--- src/rtl/kong_pkg.sv ---
// kong_pkg: shared key encoding, action codes and cheat sequence for the Kong input controller.
package kong_pkg;
  typedef struct packed {
    logic       valid;
    logic [3:0] code;
  } kong_key;
  localparam kong_key NONE = '0;
  localparam logic [3:0] KEY_UP    = 4'h2;
  localparam logic [3:0] KEY_DOWN  = 4'h8;
  localparam logic [3:0] KEY_LEFT  = 4'h4;
  localparam logic [3:0] KEY_RIGHT = 4'h6;
  localparam logic [3:0] KEY_JUMP  = 4'h5;
  localparam logic [3:0][3:0] CHEAT_SEQ = {4'h9, 4'h7, 4'h3, 4'h1};
  typedef enum logic [1:0] {IDLE, GOT1, GOT2, GOT3} cheat_state;
  function automatic logic is_key(kong_key k, logic [3:0] c);
    return k.valid && k.code == c;
  endfunction
endpackage

--- src/rtl/kong_key_debounce.sv ---
// kong_key_debounce: per-frame key sampling with a saturating match counter; key is the next stable value.
module kong_key_debounce
  import kong_pkg::*;
#(
  parameter int DEBOUNCE_FRAMES = 2
) (
  input  logic       clk,
  input  logic       resetN,
  input  logic       startOfFrame,
  input  logic [3:0] keyPad,
  input  logic       keyIsPressed,
  output kong_key    key,
  output logic       new_press
);
  kong_key raw, cand, stable;
  logic [3:0] count, count_next;
  // key is combinational so the top can register outputs in the same frame the key settles
  always_comb begin
    raw = keyIsPressed ? kong_key'{1'b1, keyPad} : NONE;
    count_next = (raw != cand) ? 4'd0 : (count == 4'hF) ? count : count + 4'd1;
    key = (startOfFrame && count_next == 4'(DEBOUNCE_FRAMES - 1)) ? raw : stable;
    new_press = key.valid && key != stable;
  end
  always_ff @(posedge clk or negedge resetN)
    if (!resetN) begin
      cand   <= NONE;
      count  <= '0;
      stable <= NONE;
    end else if (startOfFrame) begin
      cand   <= raw;
      count  <= count_next;
      stable <= key;
    end
endmodule

--- src/rtl/kong_input_ctrl.sv ---
// kong_input_ctrl: debounced keypad to movement/jump requests plus a 1-3-7-9 cheat toggle with inter-press timeout.
module kong_input_ctrl
  import kong_pkg::*;
#(
  parameter int DEBOUNCE_FRAMES = 2,
  parameter int CHEAT_TIMEOUT   = 120
) (
  input  logic       clk,
  input  logic       resetN,
  input  logic       startOfFrame,
  input  logic [3:0] keyPad,
  input  logic       keyIsPressed,
  output logic       ask_move_up,
  output logic       ask_move_down,
  output logic       ask_move_left,
  output logic       ask_move_right,
  output logic       ask_move_jump,
  output logic       cheat_mode
);
  kong_key key;
  logic new_press;
  cheat_state state;
  logic [7:0] timer;
  logic [8:0] timer_inc;
  logic timeout;
  kong_key_debounce #(.DEBOUNCE_FRAMES(DEBOUNCE_FRAMES)) u_debounce (
    .clk(clk),
    .resetN(resetN),
    .startOfFrame(startOfFrame),
    .keyPad(keyPad),
    .keyIsPressed(keyIsPressed),
    .key(key),
    .new_press(new_press)
  );
  always_comb begin
    timer_inc = {1'b0, timer} + 9'd1;
    timeout = timer_inc == 9'(CHEAT_TIMEOUT);
  end
  always_ff @(posedge clk or negedge resetN)
    if (!resetN) begin
      ask_move_up    <= 1'b0;
      ask_move_down  <= 1'b0;
      ask_move_left  <= 1'b0;
      ask_move_right <= 1'b0;
      ask_move_jump  <= 1'b0;
      cheat_mode     <= 1'b0;
      state          <= IDLE;
      timer          <= '0;
    end else if (startOfFrame) begin
      ask_move_up    <= is_key(key, KEY_UP);
      ask_move_down  <= is_key(key, KEY_DOWN);
      ask_move_left  <= is_key(key, KEY_LEFT);
      ask_move_right <= is_key(key, KEY_RIGHT);
      ask_move_jump  <= new_press && is_key(key, KEY_JUMP);
      // a press in the timeout frame wins over the timeout
      if (new_press) begin
        timer <= '0;
        if (key.code == CHEAT_SEQ[state]) begin
          state <= (state == GOT3) ? IDLE : cheat_state'(state + 2'd1);
          if (state == GOT3) cheat_mode <= ~cheat_mode;
        end else begin
          state <= (key.code == CHEAT_SEQ[0]) ? GOT1 : IDLE;
        end
      end else if (state != IDLE) begin
        timer <= timeout ? 8'd0 : timer_inc[7:0];
        if (timeout) state <= IDLE;
      end
    end
endmodule

--- config.mk ---
export PLATFORM = sky130hd
export DESIGN_NAME = kong_input_ctrl
export DESIGN_NICKNAME = d
export VERILOG_FILES = /design/src/rtl/kong_pkg.sv /design/src/rtl/kong_key_debounce.sv /design/src/rtl/kong_input_ctrl.sv
export SDC_FILE = /design/constraint.sdc
export NUM_CORES = 1
export LEC_CHECK = 0
export ABC_AREA = 1
export BUFFER_PORTS_ARGS = -buffer_cell sky130_fd_sc_hd__buf_2
export CAP_MARGIN = 5
export CORE_ASPECT_RATIO = 1.4
export CORE_MARGIN = 2
export CORE_UTILIZATION = 25
export CTS_CLUSTER_DIAMETER = 50
export CTS_CLUSTER_SIZE = 8
export DETAILED_ROUTE_END_ITERATION = 8
export PLACE_DENSITY_LB_ADDON = 0.08
export SYNTH_ARGS = -nofsm -noshare
export SYNTH_HDL_FRONTEND = slang
export SYNTH_SLANG_ARGS = --single-unit
--- constraint.sdc ---
create_clock -name clk -period 3 [get_ports clk]
set_input_delay 0.6 -clock clk [delete_from_list [all_inputs] [get_ports clk]]
set_output_delay 0.6 -clock clk [all_outputs]
set_load 0.02 [all_outputs]
# Word-level counts from Yosys, hierarchy flattened
# Index checks and enable logic that the tools add are counted.
# word_totals
output_inout_bits	6
wordCells	60
reg_bits	30
in_bits	8
# op_classes
addsub	3
n_reduce_logical	14
mux	15
n_eq_ne	13
bitwise	1
n_lt_le_gt_ge	1
# ops
cell	count
2-to-1 mux 8 bit	3
equality test 4 x 3 -> 1 bit (second input constant)	3
2-to-1 mux 4 bit	3
2-to-1 mux 2 bit	5
2-to-1 mux 5 bit	2
!= test 5 bit	2
adder 8 x 1 -> 9 bit (second input constant)	1
equality test 9 x 7 -> 1 bit (second input constant)	1
binary-select mux 4 bit (select 2 bit)	1
equality test 4 x 1 -> 1 bit (second input constant)	2
equality test 4 bit (second input constant)	2
logical AND 1 bit	8
nonzero test 2 bit	3
adder 4 x 1 -> 4 bit (second input constant)	1
equality test 4 x 2 -> 1 bit (second input constant)	1
equality test 4 bit	1
AND reduction 4 bit	1
less-than comparator 2 x 3 -> 1 bit (second input constant)	1
AND reduction 3 bit	1
adder 2 x 1 -> 2 bit (second input constant)	1
equality test 2 bit (second input constant)	1
AND reduction 2 bit	1
2-to-1 mux 1 bit	1
NOT 1 bit	1

# Longest topological paths before layout
# Gate-level depths: netlist of run 1.
# depth
depth_word	10
depth_mapped	21
mapped_depth_nobuf	21

# Cells and area by module
# A second synthesis of run 1 with hierarchy kept.
# unflattened
cells_unflattened	263
hier_area_um2	1945.6
# by_module_without_submodules
mod	n_inst	area_per_inst_um2	seq_area_each_um2	cells_each
kong_input_ctrl	1	1034.7	400.4	137
kong_key_debounce	1	910.9	350.3	126

# Worst setup path before layout of run 1
# No wires, ideal clock.
# synth_timing
kind	input port to flip-flop
start	in keyIsPressed
end	reg state[0]
n_path_buf	1
t_required_ns	2.883
setup_time_ns	0.117
t_arrival_ns	2.226
setup_slack_ns	0.657
path_stages	19
cell_sequence	buf_4 > nand2_1 > inv_1 > a21oi_2 > nor2_8 > nand3_1 > nand2_2 > nor2_8 > nand2_8 > nand2_1 > nand2_1 > nand2_1 > nand2_1 > nor2_2 > nand2_2 > nand2_1 > nand2_1 > nand2_1 > nand2_1
# synth_between
elab_chain_len	10
elab_cells_between_ends	16
classes_between	eq/ne: 5; mux: 6; reduce/logical: 5
# synth_rtl
item	line_no	source
from (decl)	kong_input_ctrl.sv:12	input logic keyIsPressed,
2-to-1 mux 5 bit (*)	kong_key_debounce.sv:19	raw = keyIsPressed ? kong_key'{1'b1, keyPad} : NONE;
!= test 5 bit	kong_key_debounce.sv:20	count_next = (raw != cand) ? 4'd0 : (count == 4'hF) ? count : count + 4'd1;
2-to-1 mux 4 bit	kong_key_debounce.sv:20	
equality test 4 x 1 -> 1 bit	kong_key_debounce.sv:21	key = (startOfFrame && count_next == 4'(DEBOUNCE_FRAMES - 1)) ? raw : stable;
logical AND 1 bit	kong_key_debounce.sv:21	
2-to-1 mux 5 bit (*)	kong_key_debounce.sv:21	
equality test 4 x 1 -> 1 bit or != test 5 bit (tied branches)	kong_input_ctrl.sv:62, kong_key_debounce.sv:22	
2-to-1 mux 1 bit or logical AND 1 bit (tied branches)	kong_input_ctrl.sv:62, kong_key_debounce.sv:22	
2-to-1 mux 2 bit or nonzero test 2 bit (tied branches)	n/a	
2-to-1 mux 2 bit or AND reduction 3 bit (tied branches)	n/a	
to (signal assigned)	kong_input_ctrl.sv:59	state <= (state == GOT3) ? IDLE : cheat_state'(state + 2'd1);
to (signal assigned)	kong_input_ctrl.sv:62	state <= (key.code == CHEAT_SEQ[0]) ? GOT1 : IDLE;
to (decl)	kong_input_ctrl.sv:22	cheat_state state;
# Every way passes the cells marked *; elsewhere a longest branch is shown, timed or not.
# A chain may end at the register's enable or synchronous reset.

# Final worst setup path of run 1
# layout_timing
start	reg u_debounce.count[0]
end	reg state[0]
# layout_between
elab_chain_len	10
elab_cells_between_ends	17
classes_between	add/sub: 1; eq/ne: 5; mux: 6; reduce/logical: 5
# layout_rtl
item	line_no	source
from (decl)	kong_key_debounce.sv:16	logic [3:0] count, count_next;
from (signal assigned)	kong_key_debounce.sv:31	count <= count_next;
adder 4 x 1 -> 4 bit or equality test 4 bit (tied branches)	kong_key_debounce.sv:20	
2-to-1 mux 4 bit (*) (2 in series)	kong_key_debounce.sv:20	
equality test 4 x 1 -> 1 bit (*)	kong_key_debounce.sv:21	
logical AND 1 bit (*)	kong_key_debounce.sv:21	
2-to-1 mux 5 bit (*)	kong_key_debounce.sv:21	
equality test 4 x 1 -> 1 bit or != test 5 bit (tied branches)	kong_input_ctrl.sv:62, kong_key_debounce.sv:22	
2-to-1 mux 1 bit or logical AND 1 bit (tied branches)	kong_input_ctrl.sv:62, kong_key_debounce.sv:22	
2-to-1 mux 2 bit or nonzero test 2 bit (tied branches)	n/a	
2-to-1 mux 2 bit or AND reduction 3 bit (tied branches)	n/a	
# Marked as above.

==> results of run 1 <==
## how the worst min path moves through the flow
stage                                  from                              end  slack [ps]
floorplan                            resetN        ask_move_down$_DFFE_PN0P_         300
global placement    ask_move_up$_DFFE_PN0P_          ask_move_up$_DFFE_PN0P_         470
detailed placement  ask_move_up$_DFFE_PN0P_          ask_move_up$_DFFE_PN0P_         470
CTS                                  resetN  u_debounce.count[2]$_DFFE_PN0P_         430
global route                         resetN  u_debounce.count[2]$_DFFE_PN0P_         460
finish                               resetN  u_debounce.count[0]$_DFFE_PN0P_         380
## layer usage
metal  part of all wire (%)  wire length, um  global-route usage, %  vias to the layer above
li1                       -                -                      -                      922
met1                     42             2168                  14.83                      782
met3                    2.0              102                  2.036                        7
met4                    2.1              111                  5.198                        0
met5                      0                0                      0                        -
met2                     54             2841                  23.44                       18
## through the flow
| step | util [%] | cells | worst slack (ps) |
|---|---|---|---|
| after detailed placement | 27.63 | 388 | 249.7 |
| after global placement | 27.63 | 388 | 240.7 |
| after floorplan | - | 277 | 657.0 |
| after CTS | 29.70 | 396 | 389.8 |
| after global routing | 29.70 | 396 | 122.4 |
| final | 29.70 | 396 | 436.5 |
## cell usage in the layout, fill, tap and decap left out, types with 3 or more instances in the layout
master,count
sky130_fd_sc_hd__o21ai_1,4
sky130_fd_sc_hd__nand3b_1,3
sky130_fd_sc_hd__ha_1,5
sky130_fd_sc_hd__nand3_1,12
sky130_fd_sc_hd__xor2_1,5
sky130_fd_sc_hd__nand2_4,3
sky130_fd_sc_hd__nor2_1,23
sky130_fd_sc_hd__nand2_2,10
sky130_fd_sc_hd__dfrtp_1,30
sky130_fd_sc_hd__inv_2,5
sky130_fd_sc_hd__nand2_1,90
sky130_fd_sc_hd__inv_1,30
sky130_fd_sc_hd__nand4_1,12
sky130_fd_sc_hd__o21ai_0,14
sky130_fd_sc_hd__clkbuf_8,3
sky130_fd_sc_hd__clkbuf_16,5
sky130_fd_sc_hd__buf_2,13
sky130_fd_sc_hd__a21oi_1,3
## worst reg2reg max path, stage by stage (launching register included)
cell                      delay [ps]
sky130_fd_sc_hd__dfrtp_1         420
sky130_fd_sc_hd__ha_1            240
sky130_fd_sc_hd__nand2_1          80
sky130_fd_sc_hd__inv_2            40
sky130_fd_sc_hd__nand2_1         100
sky130_fd_sc_hd__xor2_1          290
sky130_fd_sc_hd__nand3_4         150
sky130_fd_sc_hd__nor2_8          230
sky130_fd_sc_hd__nand2_8         110
sky130_fd_sc_hd__nand2_1         100
sky130_fd_sc_hd__nand2_1         120
sky130_fd_sc_hd__nand2_1          80
sky130_fd_sc_hd__nand2_1          60
sky130_fd_sc_hd__nor2_2          130
sky130_fd_sc_hd__nand2_2          90
sky130_fd_sc_hd__nand2_1          60
sky130_fd_sc_hd__nand2_1          40
sky130_fd_sc_hd__nand2_1          50
sky130_fd_sc_hd__nand2_1          50
## cell type report
| class | count | area, um2 | share of cell area [%] |
|---|---|---|---|
| sequential | 30 | 750.7 | 31.40 |
| inverter | 36 | 135.1 | 5.652 |
| multi-input combinational | 207 | 1146 | 47.93 |
| tap | 102 | 127.6 | 5.338 |
| clock buffer | 8 | 166.4 | 6.960 |
| timing repair buffer | 13 | 65.06 | 2.721 |
## power by group through the flow
stage | combinational [mW] | clock (mW) | sequential, mW
2_1_floorplan | 0.424 | 0 | 0.541
3_3_place_gp | 0.567 | 0 | 0.553
3_5_place_dp | 0.564 | 0 | 0.553
4_1_cts | 0.565 | 0.581 | 0.546
5_1_grt | 0.636 | 0.593 | 0.558
6_report | 0.549 | 0.560 | 0.546
## sequential cells by signal (all words and copies together), names as in the netlist, 2 cells and up
signal and cells:
u_debounce.stable 5, state 2, u_debounce.count 4, u_debounce.cand 5, timer 8
## kinds of logic (layout without fill, tap and decap cells)
logic type                 count (synthesis)  in the layout  share of synthesized area, %
and+or+nand+nor                          164            164                         40.21
adders and majority gates                  5              5                         3.051
AOI/OAI and AO/OA                         31             31                         9.641
DFF                                       30             30                         36.61
buffers and inverters                     40             57                         7.505
xor gates and xnor gates                   7              7                         2.990
==> results.py, run 1 <==
metrics = {
    "outcome": {
        "outcome": "completed",
    },
    "floorplan": {
        "fp.dieH_um": 111.2,
        "pin_count": 14,
        "floorplan.die.width_um": 80.55,
        "num_rows": 39,
        "die_area_mm2": 0.008954,
        "floorplan.core_area_mm2": 0.008051,
        "floorplan.initialDensity_pct": 25.47,
    },
    "routing": {
        "wirelength_um": 5224,
        "detail_route.drc_violations": 0,
        "drt_first_iter_violations": 59,
        "vias": 1729,
        "post_drt_via_cell_ratio": 4.366,
        "number_of_optimization_iterations_in_the_first_detailed_route_pass": 4,
        "antenna_violating_nets_post_route": 0,
        "avgRoutedWirePerCell_um": 13.19,
    },
    "critical_path": {
        "crit_path_max_fanout": 10,
        "worstRegToRegCells": 18,
        "end_of_the_worst_register_to_register_path": "state[0]$_DFFE_PN0P_",
        "worst_path_most_repeated_cell": "sky130_fd_sc_hd__nand2_1",
        "worst-endpoint-required_ps": 3170,
        "crit_type": "flop to flop",
        "timing.critical_path.depth": 18,
        "cp_num_buf_inv": 1,
        "worstPathArrival_ps": 2730,
        "cpMaxStageDelayCell": "sky130_fd_sc_hd__dfrtp_1",
        "worst_setup_start_kind": "flop",
        "worst_setup_path_startpoint": "u_debounce.count[0]$_DFFE_PN0P_",
        "crit_chain": "ha_1 -> nand2_1 -> inv_2 -> nand2_1 -> xor2_1 -> nand3_4 -> nor2_8 -> nand2_8 -> nand2_1 -> nand2_1 -> nand2_1 -> nand2_1 -> nor2_2 -> nand2_2 -> nand2_1 -> nand2_1 -> nand2_1 -> nand2_1",
        "cpPeakStageDelay_ps": 420,
        "crit_path_end_kind": "flop",
        "r2r_start": "u_debounce.count[0]$_DFFE_PN0P_",
        "critPathTopFamily": "simple AND/OR/NAND/NOR gates",
        "setup.reg_to_reg.worst_slack_ps": 440,
        "cp-endpoint": "state[0]$_DFFE_PN0P_",
    },
    "power_and_ir_drop": {
        "vdd_ir_drop_max_mv": 0.2836,
        "share_clk_of_total_power_pct": 33.8,
        "report.power.total_mw": 1.655,
        "power.sequential.fraction_pct": 33.0,
        "comb_power_share_pct": 33.2,
        "p_per_area_mw_per_mm2": 692.3,
        "switching_share_pct": 37.59,
        "p_leak_nw": 1.206,
        "internal_power_mw": 1.033,
        "switch_pwr_mw": 0.6223,
    },
    "global_route": {
        "vias_in_the_first_global_route": 1790,
        "grt_pass1_wl_um": 8811,
        "global_route_usage_sum_pct": 12.99,
        "grt_overflow": 0,
        "grt_antenna_before_repair": 0,
        "grt_start_max_net_pins": 31,
    },
    "min_path": {
        "worstHoldPathType": "input pin to asynchronous set/reset pin",
    },
    "cts": {
        "cts.sinks": 30,
        "cts_hold_repair.buffers": 0,
        "cts_post_setup_buffers_inserted": 0,
        "cts_root_buf": "sky130_fd_sc_hd__clkbuf_16",
        "clock_path_buffers": 2,
        "cts_inserted_buffers": 5,
        "clock_pin_slew_of_the_registers_on_the_worst_case_setup_and_hold_paths_ps": 50,
        "clk-insertion-delay-late_ps": 270,
        "cts-resized-gates": 0,
        "tritoncts": "done",
        "cts-htree-levels": 2,
    },
    "synthesis": {
        "netlist_instances": 277,
        "synth.most_common_cell": "sky130_fd_sc_hd__nand2_1",
        "async_reset_ff_share_pct": 100.0,
        "synth-warning-count": 0,
        "yosys.cell_types.count": 34,
        "mappedNetlistArea_mm2": 0.002051,
        "synth_edf_count": 0,
        "yosys_most_used_dff": "sky130_fd_sc_hd__dfrtp_1",
        "synth-seq-area-share_pct": 36.61,
        "synth.top_cell.area_share_pct": 36.61,
        "mappedNetlistNets": 290,
        "yosysTopAreaCell": "sky130_fd_sc_hd__dfrtp_1",
        "syn_area_per_cell_um2": 7.403,
        "netlist_top_cells_count": "sky130_fd_sc_hd__nand2_1, sky130_fd_sc_hd__dfrtp_1, sky130_fd_sc_hd__inv_1",
        "ys_top_cells_by_area": "sky130_fd_sc_hd__dfrtp_1, sky130_fd_sc_hd__nand2_1, sky130_fd_sc_hd__inv_1",
        "synth_seq_cells": 30,
    },
    "cells_and_area": {
        "post_route_cell_area_mm2": 0.002391,
        "insertedDiodeCount": 0,
        "filler_cell_count": 892,
        "layout.nets": 306,
        "synthToLayoutAreaGrowth_pct": 16.60,
        "drive_gt1_share_pct": 18.37,
    },
    "sta": {
        "maxSlewViolCount": 0,
        "setup_viol_count_final": 0,
        "post-route-period-util_pct": 85.45,
        "grt_setup_unrepaired": "no",
        "hold_violations": 0,
        "final_period_minus_worst_setup_slack_ps": 2564,
        "worst-slew-pin-transition_ps": 717.8,
        "timing.fmax_ghz": 0.3901,
        "slew_headroom_pct": 52.14,
        "fin_worst_hold_slack_ps": 382.6,
        "finalSetupTns_ps": 0,
        "fin_worst_skew_ps": 3.815,
    },
    "job": {
        "max_cap_violations": 0,
    },
    "place": {
        "place.port_buffers": 13,
        "dpl-instance-area_mm2": 0.002225,
        "gp_congestion": 0.8619,
        "post-dp-hpwl_um": 3947,
    },
}
(Power assumes the default switching activity.)
==> run 2: changes to the inputs <==
--- a/config.mk
+++ b/config.mk
@@ -14,7 +14,7 @@
 export CTS_CLUSTER_DIAMETER = 50
 export CTS_CLUSTER_SIZE = 8
 export DETAILED_ROUTE_END_ITERATION = 8
-export PLACE_DENSITY_LB_ADDON = 0.08
+export PLACE_DENSITY = 0.5
 export SYNTH_ARGS = -nofsm -noshare
 export SYNTH_HDL_FRONTEND = slang
 export SYNTH_SLANG_ARGS = --single-unit
==> constraint.sdc (replaced) <==
create_clock -name clk -period 3 [get_ports clk]
set_input_delay 0.6 -clock clk [delete_from_list [all_inputs] [get_ports clk]]
set_output_delay 0.6 -clock clk [all_outputs]
set_load 0.01 [all_outputs]
==> run 2 against run 1 <==
Design area fell by 0.78%. Hold slack got worse by 9.9 ps. Critical path type unchanged. Total power decreased by 3.7%. Register-to-register slack about the same. Sequential power about the same. Combinational power decreased by 2%.
==> results.py, run 2 (synthesis results as in run 1) <==
metrics = {
    "outcome": {
        "outcome": "completed",
    },
    "cells_and_area": {
        "largest_register_ffs": 8,
        "insertedDiodeCount": 0,
        "layout_common_cells": "sky130_fd_sc_hd__nand2_1, sky130_fd_sc_hd__inv_1, sky130_fd_sc_hd__dfrtp_1",
        "layout_commonest_cell": "sky130_fd_sc_hd__nand2_1",
        "layout.nets": 306,
        "drive_gt1_share_pct": 18.03,
        "reg_top3": "timer: 8 flops, u_debounce.cand: 5 flops, u_debounce.stable: 5 flops",
        "synthToLayoutAreaGrowth_pct": 15.68,
        "largest-register": "timer",
        "post_route_cell_area_mm2": 0.002372,
    },
    "floorplan": {
        "die_area_mm2": 0.008954,
        "floorplan.core_area_mm2": 0.008051,
        "pin_count": 14,
        "floorplan.initialDensity_pct": 25.47,
        "num_rows": 39,
        "floorplan.die.width_um": 80.55,
        "fp.dieH_um": 111.2,
    },
    "global_route": {
        "grt_overflow": 0,
        "vias_in_the_first_global_route": 1731,
        "grt_pass1_wl_um": 8397,
        "grt_start_max_net_pins": 31,
        "grt_antenna_before_repair": 0,
        "global_route_usage_sum_pct": 12.00,
    },
    "sta": {
        "hold_violations": 0,
        "setup_viol_count_final": 0,
        "fin_worst_skew_ps": 3.643,
        "finalSetupTns_ps": 0,
        "timing.fmax_ghz": 0.3907,
        "maxSlewViolCount": 0,
        "final_period_minus_worst_setup_slack_ps": 2559,
        "post-route-period-util_pct": 85.31,
        "slew_headroom_pct": 53.37,
        "worst-slew-pin-transition_ps": 699.5,
        "final_critical_path_setup_slack_ps": 440.7,
        "grt_setup_unrepaired": "no",
    },
    "critical_path": {
        "setup.reg_to_reg.worst_slack_ps": 440,
        "worst-endpoint-required_ps": 3170,
        "worst_path_most_repeated_cell": "sky130_fd_sc_hd__nand2_1",
        "crit_type": "flop to flop",
        "r2r_start": "u_debounce.count[0]$_DFFE_PN0P_",
        "worst_setup_start_kind": "flop",
        "cpMaxStageDelayCell": "sky130_fd_sc_hd__dfrtp_1",
        "end_of_the_worst_register_to_register_path": "state[0]$_DFFE_PN0P_",
        "cp_num_buf_inv": 3,
        "crit_path_end_kind": "flop",
        "worstRegToRegCells": 18,
        "cpPeakStageDelay_ps": 420,
        "worstPathArrival_ps": 2720,
        "critPathTopFamily": "simple AND/OR/NAND/NOR gates",
        "crit_path_max_fanout": 10,
        "crit_chain": "ha_1 -> nand2_1 -> inv_2 -> nand2_1 -> xor2_1 -> nand3_4 -> nor2_8 -> nand2_8 -> inv_2 -> nand2_1 -> nand2_2 -> inv_2 -> nor2_2 -> nand2_2 -> nand2_1 -> nand2_1 -> nand2_1 -> nand2_1",
    },
    "cts": {
        "clock_pin_slew_of_the_registers_on_the_worst_case_setup_and_hold_paths_ps": 50,
        "clock_path_buffers": 2,
        "clk-insertion-delay-late_ps": 280,
        "cts_hold_repair.buffers": 0,
        "cts_inserted_buffers": 5,
        "cts_post_setup_buffers_inserted": 0,
        "tritoncts": "done",
        "cts-htree-levels": 2,
        "cts_root_buf": "sky130_fd_sc_hd__clkbuf_16",
        "cts-resized-gates": 0,
        "cts.sinks": 30,
    },
    "routing": {
        "wirelength_um": 4811,
        "vias": 1752,
        "drt_first_iter_violations": 53,
        "number_of_optimization_iterations_in_the_first_detailed_route_pass": 4,
        "avgRoutedWirePerCell_um": 12.15,
        "antenna_violating_nets_post_route": 0,
        "post_drt_via_cell_ratio": 4.424,
        "detail_route.drc_violations": 0,
    },
    "place": {
        "gp_congestion": 0.8490,
        "dpl-instance-area_mm2": 0.002225,
        "place.port_buffers": 13,
        "post-dp-hpwl_um": 3642,
        "pre_cts_slack_ps": 258.5,
    },
    "power_and_ir_drop": {
        "vdd_ir_drop_max_mv": 0.3171,
        "p_leak_nw": 1.197,
        "p_per_area_mw_per_mm2": 672.1,
    },
    "job": {
        "max_cap_violations": 0,
    },
    "min_path": {
        "worstHoldPathType": "input pin to asynchronous set/reset pin",
    },
}
==> run 2: changes by cell type in the layout (fill, tap and decap cells not counted) <==
cell / change
sky130_fd_sc_hd__clkbuf_8: -2
sky130_fd_sc_hd__clkbuf_1: +1
sky130_fd_sc_hd__clkinv_2: +1
==> run 2: worst max-delay path by stage <==
stage	startpoint	endpoint	slack, ps	cells after the start
2_1_floorplan	keyIsPressed	state[0]$_DFFE_PN0P_	660	19
3_3_place_gp	keyIsPressed	state[0]$_DFFE_PN0P_	280	20
3_5_place_dp	keyIsPressed	state[0]$_DFFE_PN0P_	260	20
4_1_cts	u_debounce.count[0]$_DFFE_PN0P_	state[0]$_DFFE_PN0P_	430	18
5_1_grt	u_debounce.count[0]$_DFFE_PN0P_	state[0]$_DFFE_PN0P_	190	19
6_report	u_debounce.count[0]$_DFFE_PN0P_	state[0]$_DFFE_PN0P_	440	18
==> run 2: report_power, final <==
group	internal (mW)	switching (mW)
Clock	0.329	0.181
Combinational	0.181	0.359
Sequential	0.476	0.0685
Total	0.985	0.609
==> run 2: routing by layer <==
layer | share of wire (%) | vias to the layer above | GRT usage, %
met5 | 0 | - | 0
met2 | 53 | 25 | 20.83
li1 | - | 917 | -
met4 | 2.2 | 0 | 4.633
met3 | 2.2 | 9 | 2.443
met1 | 43 | 801 | 14.21
==> run 2: metrics by stage <==
stage          instances  hold slack [ps]  utilization (%)  total power, mW
3_5_place_dp         388            474.9            27.63            1.096
5_1_grt              396            440.2            29.46            1.716
6_report             396            372.7            29.46            1.594
3_3_place_gp         388            463.7            27.63            1.093
2_1_floorplan        277            304.4                -           0.9599
4_1_cts              396            403.7            29.46            1.622
==> run 2: cell type report <==
class	instances	area [um2]
Multi-Input combinational cell	207	1146
Inverter	36	135.1
Clock inverter	1	5.005
Timing Repair Buffer	13	65.06
Fill cell	875	5679
Tap cell	102	127.6
Sequential cell	30	750.7
Clock buffer	7	142.6
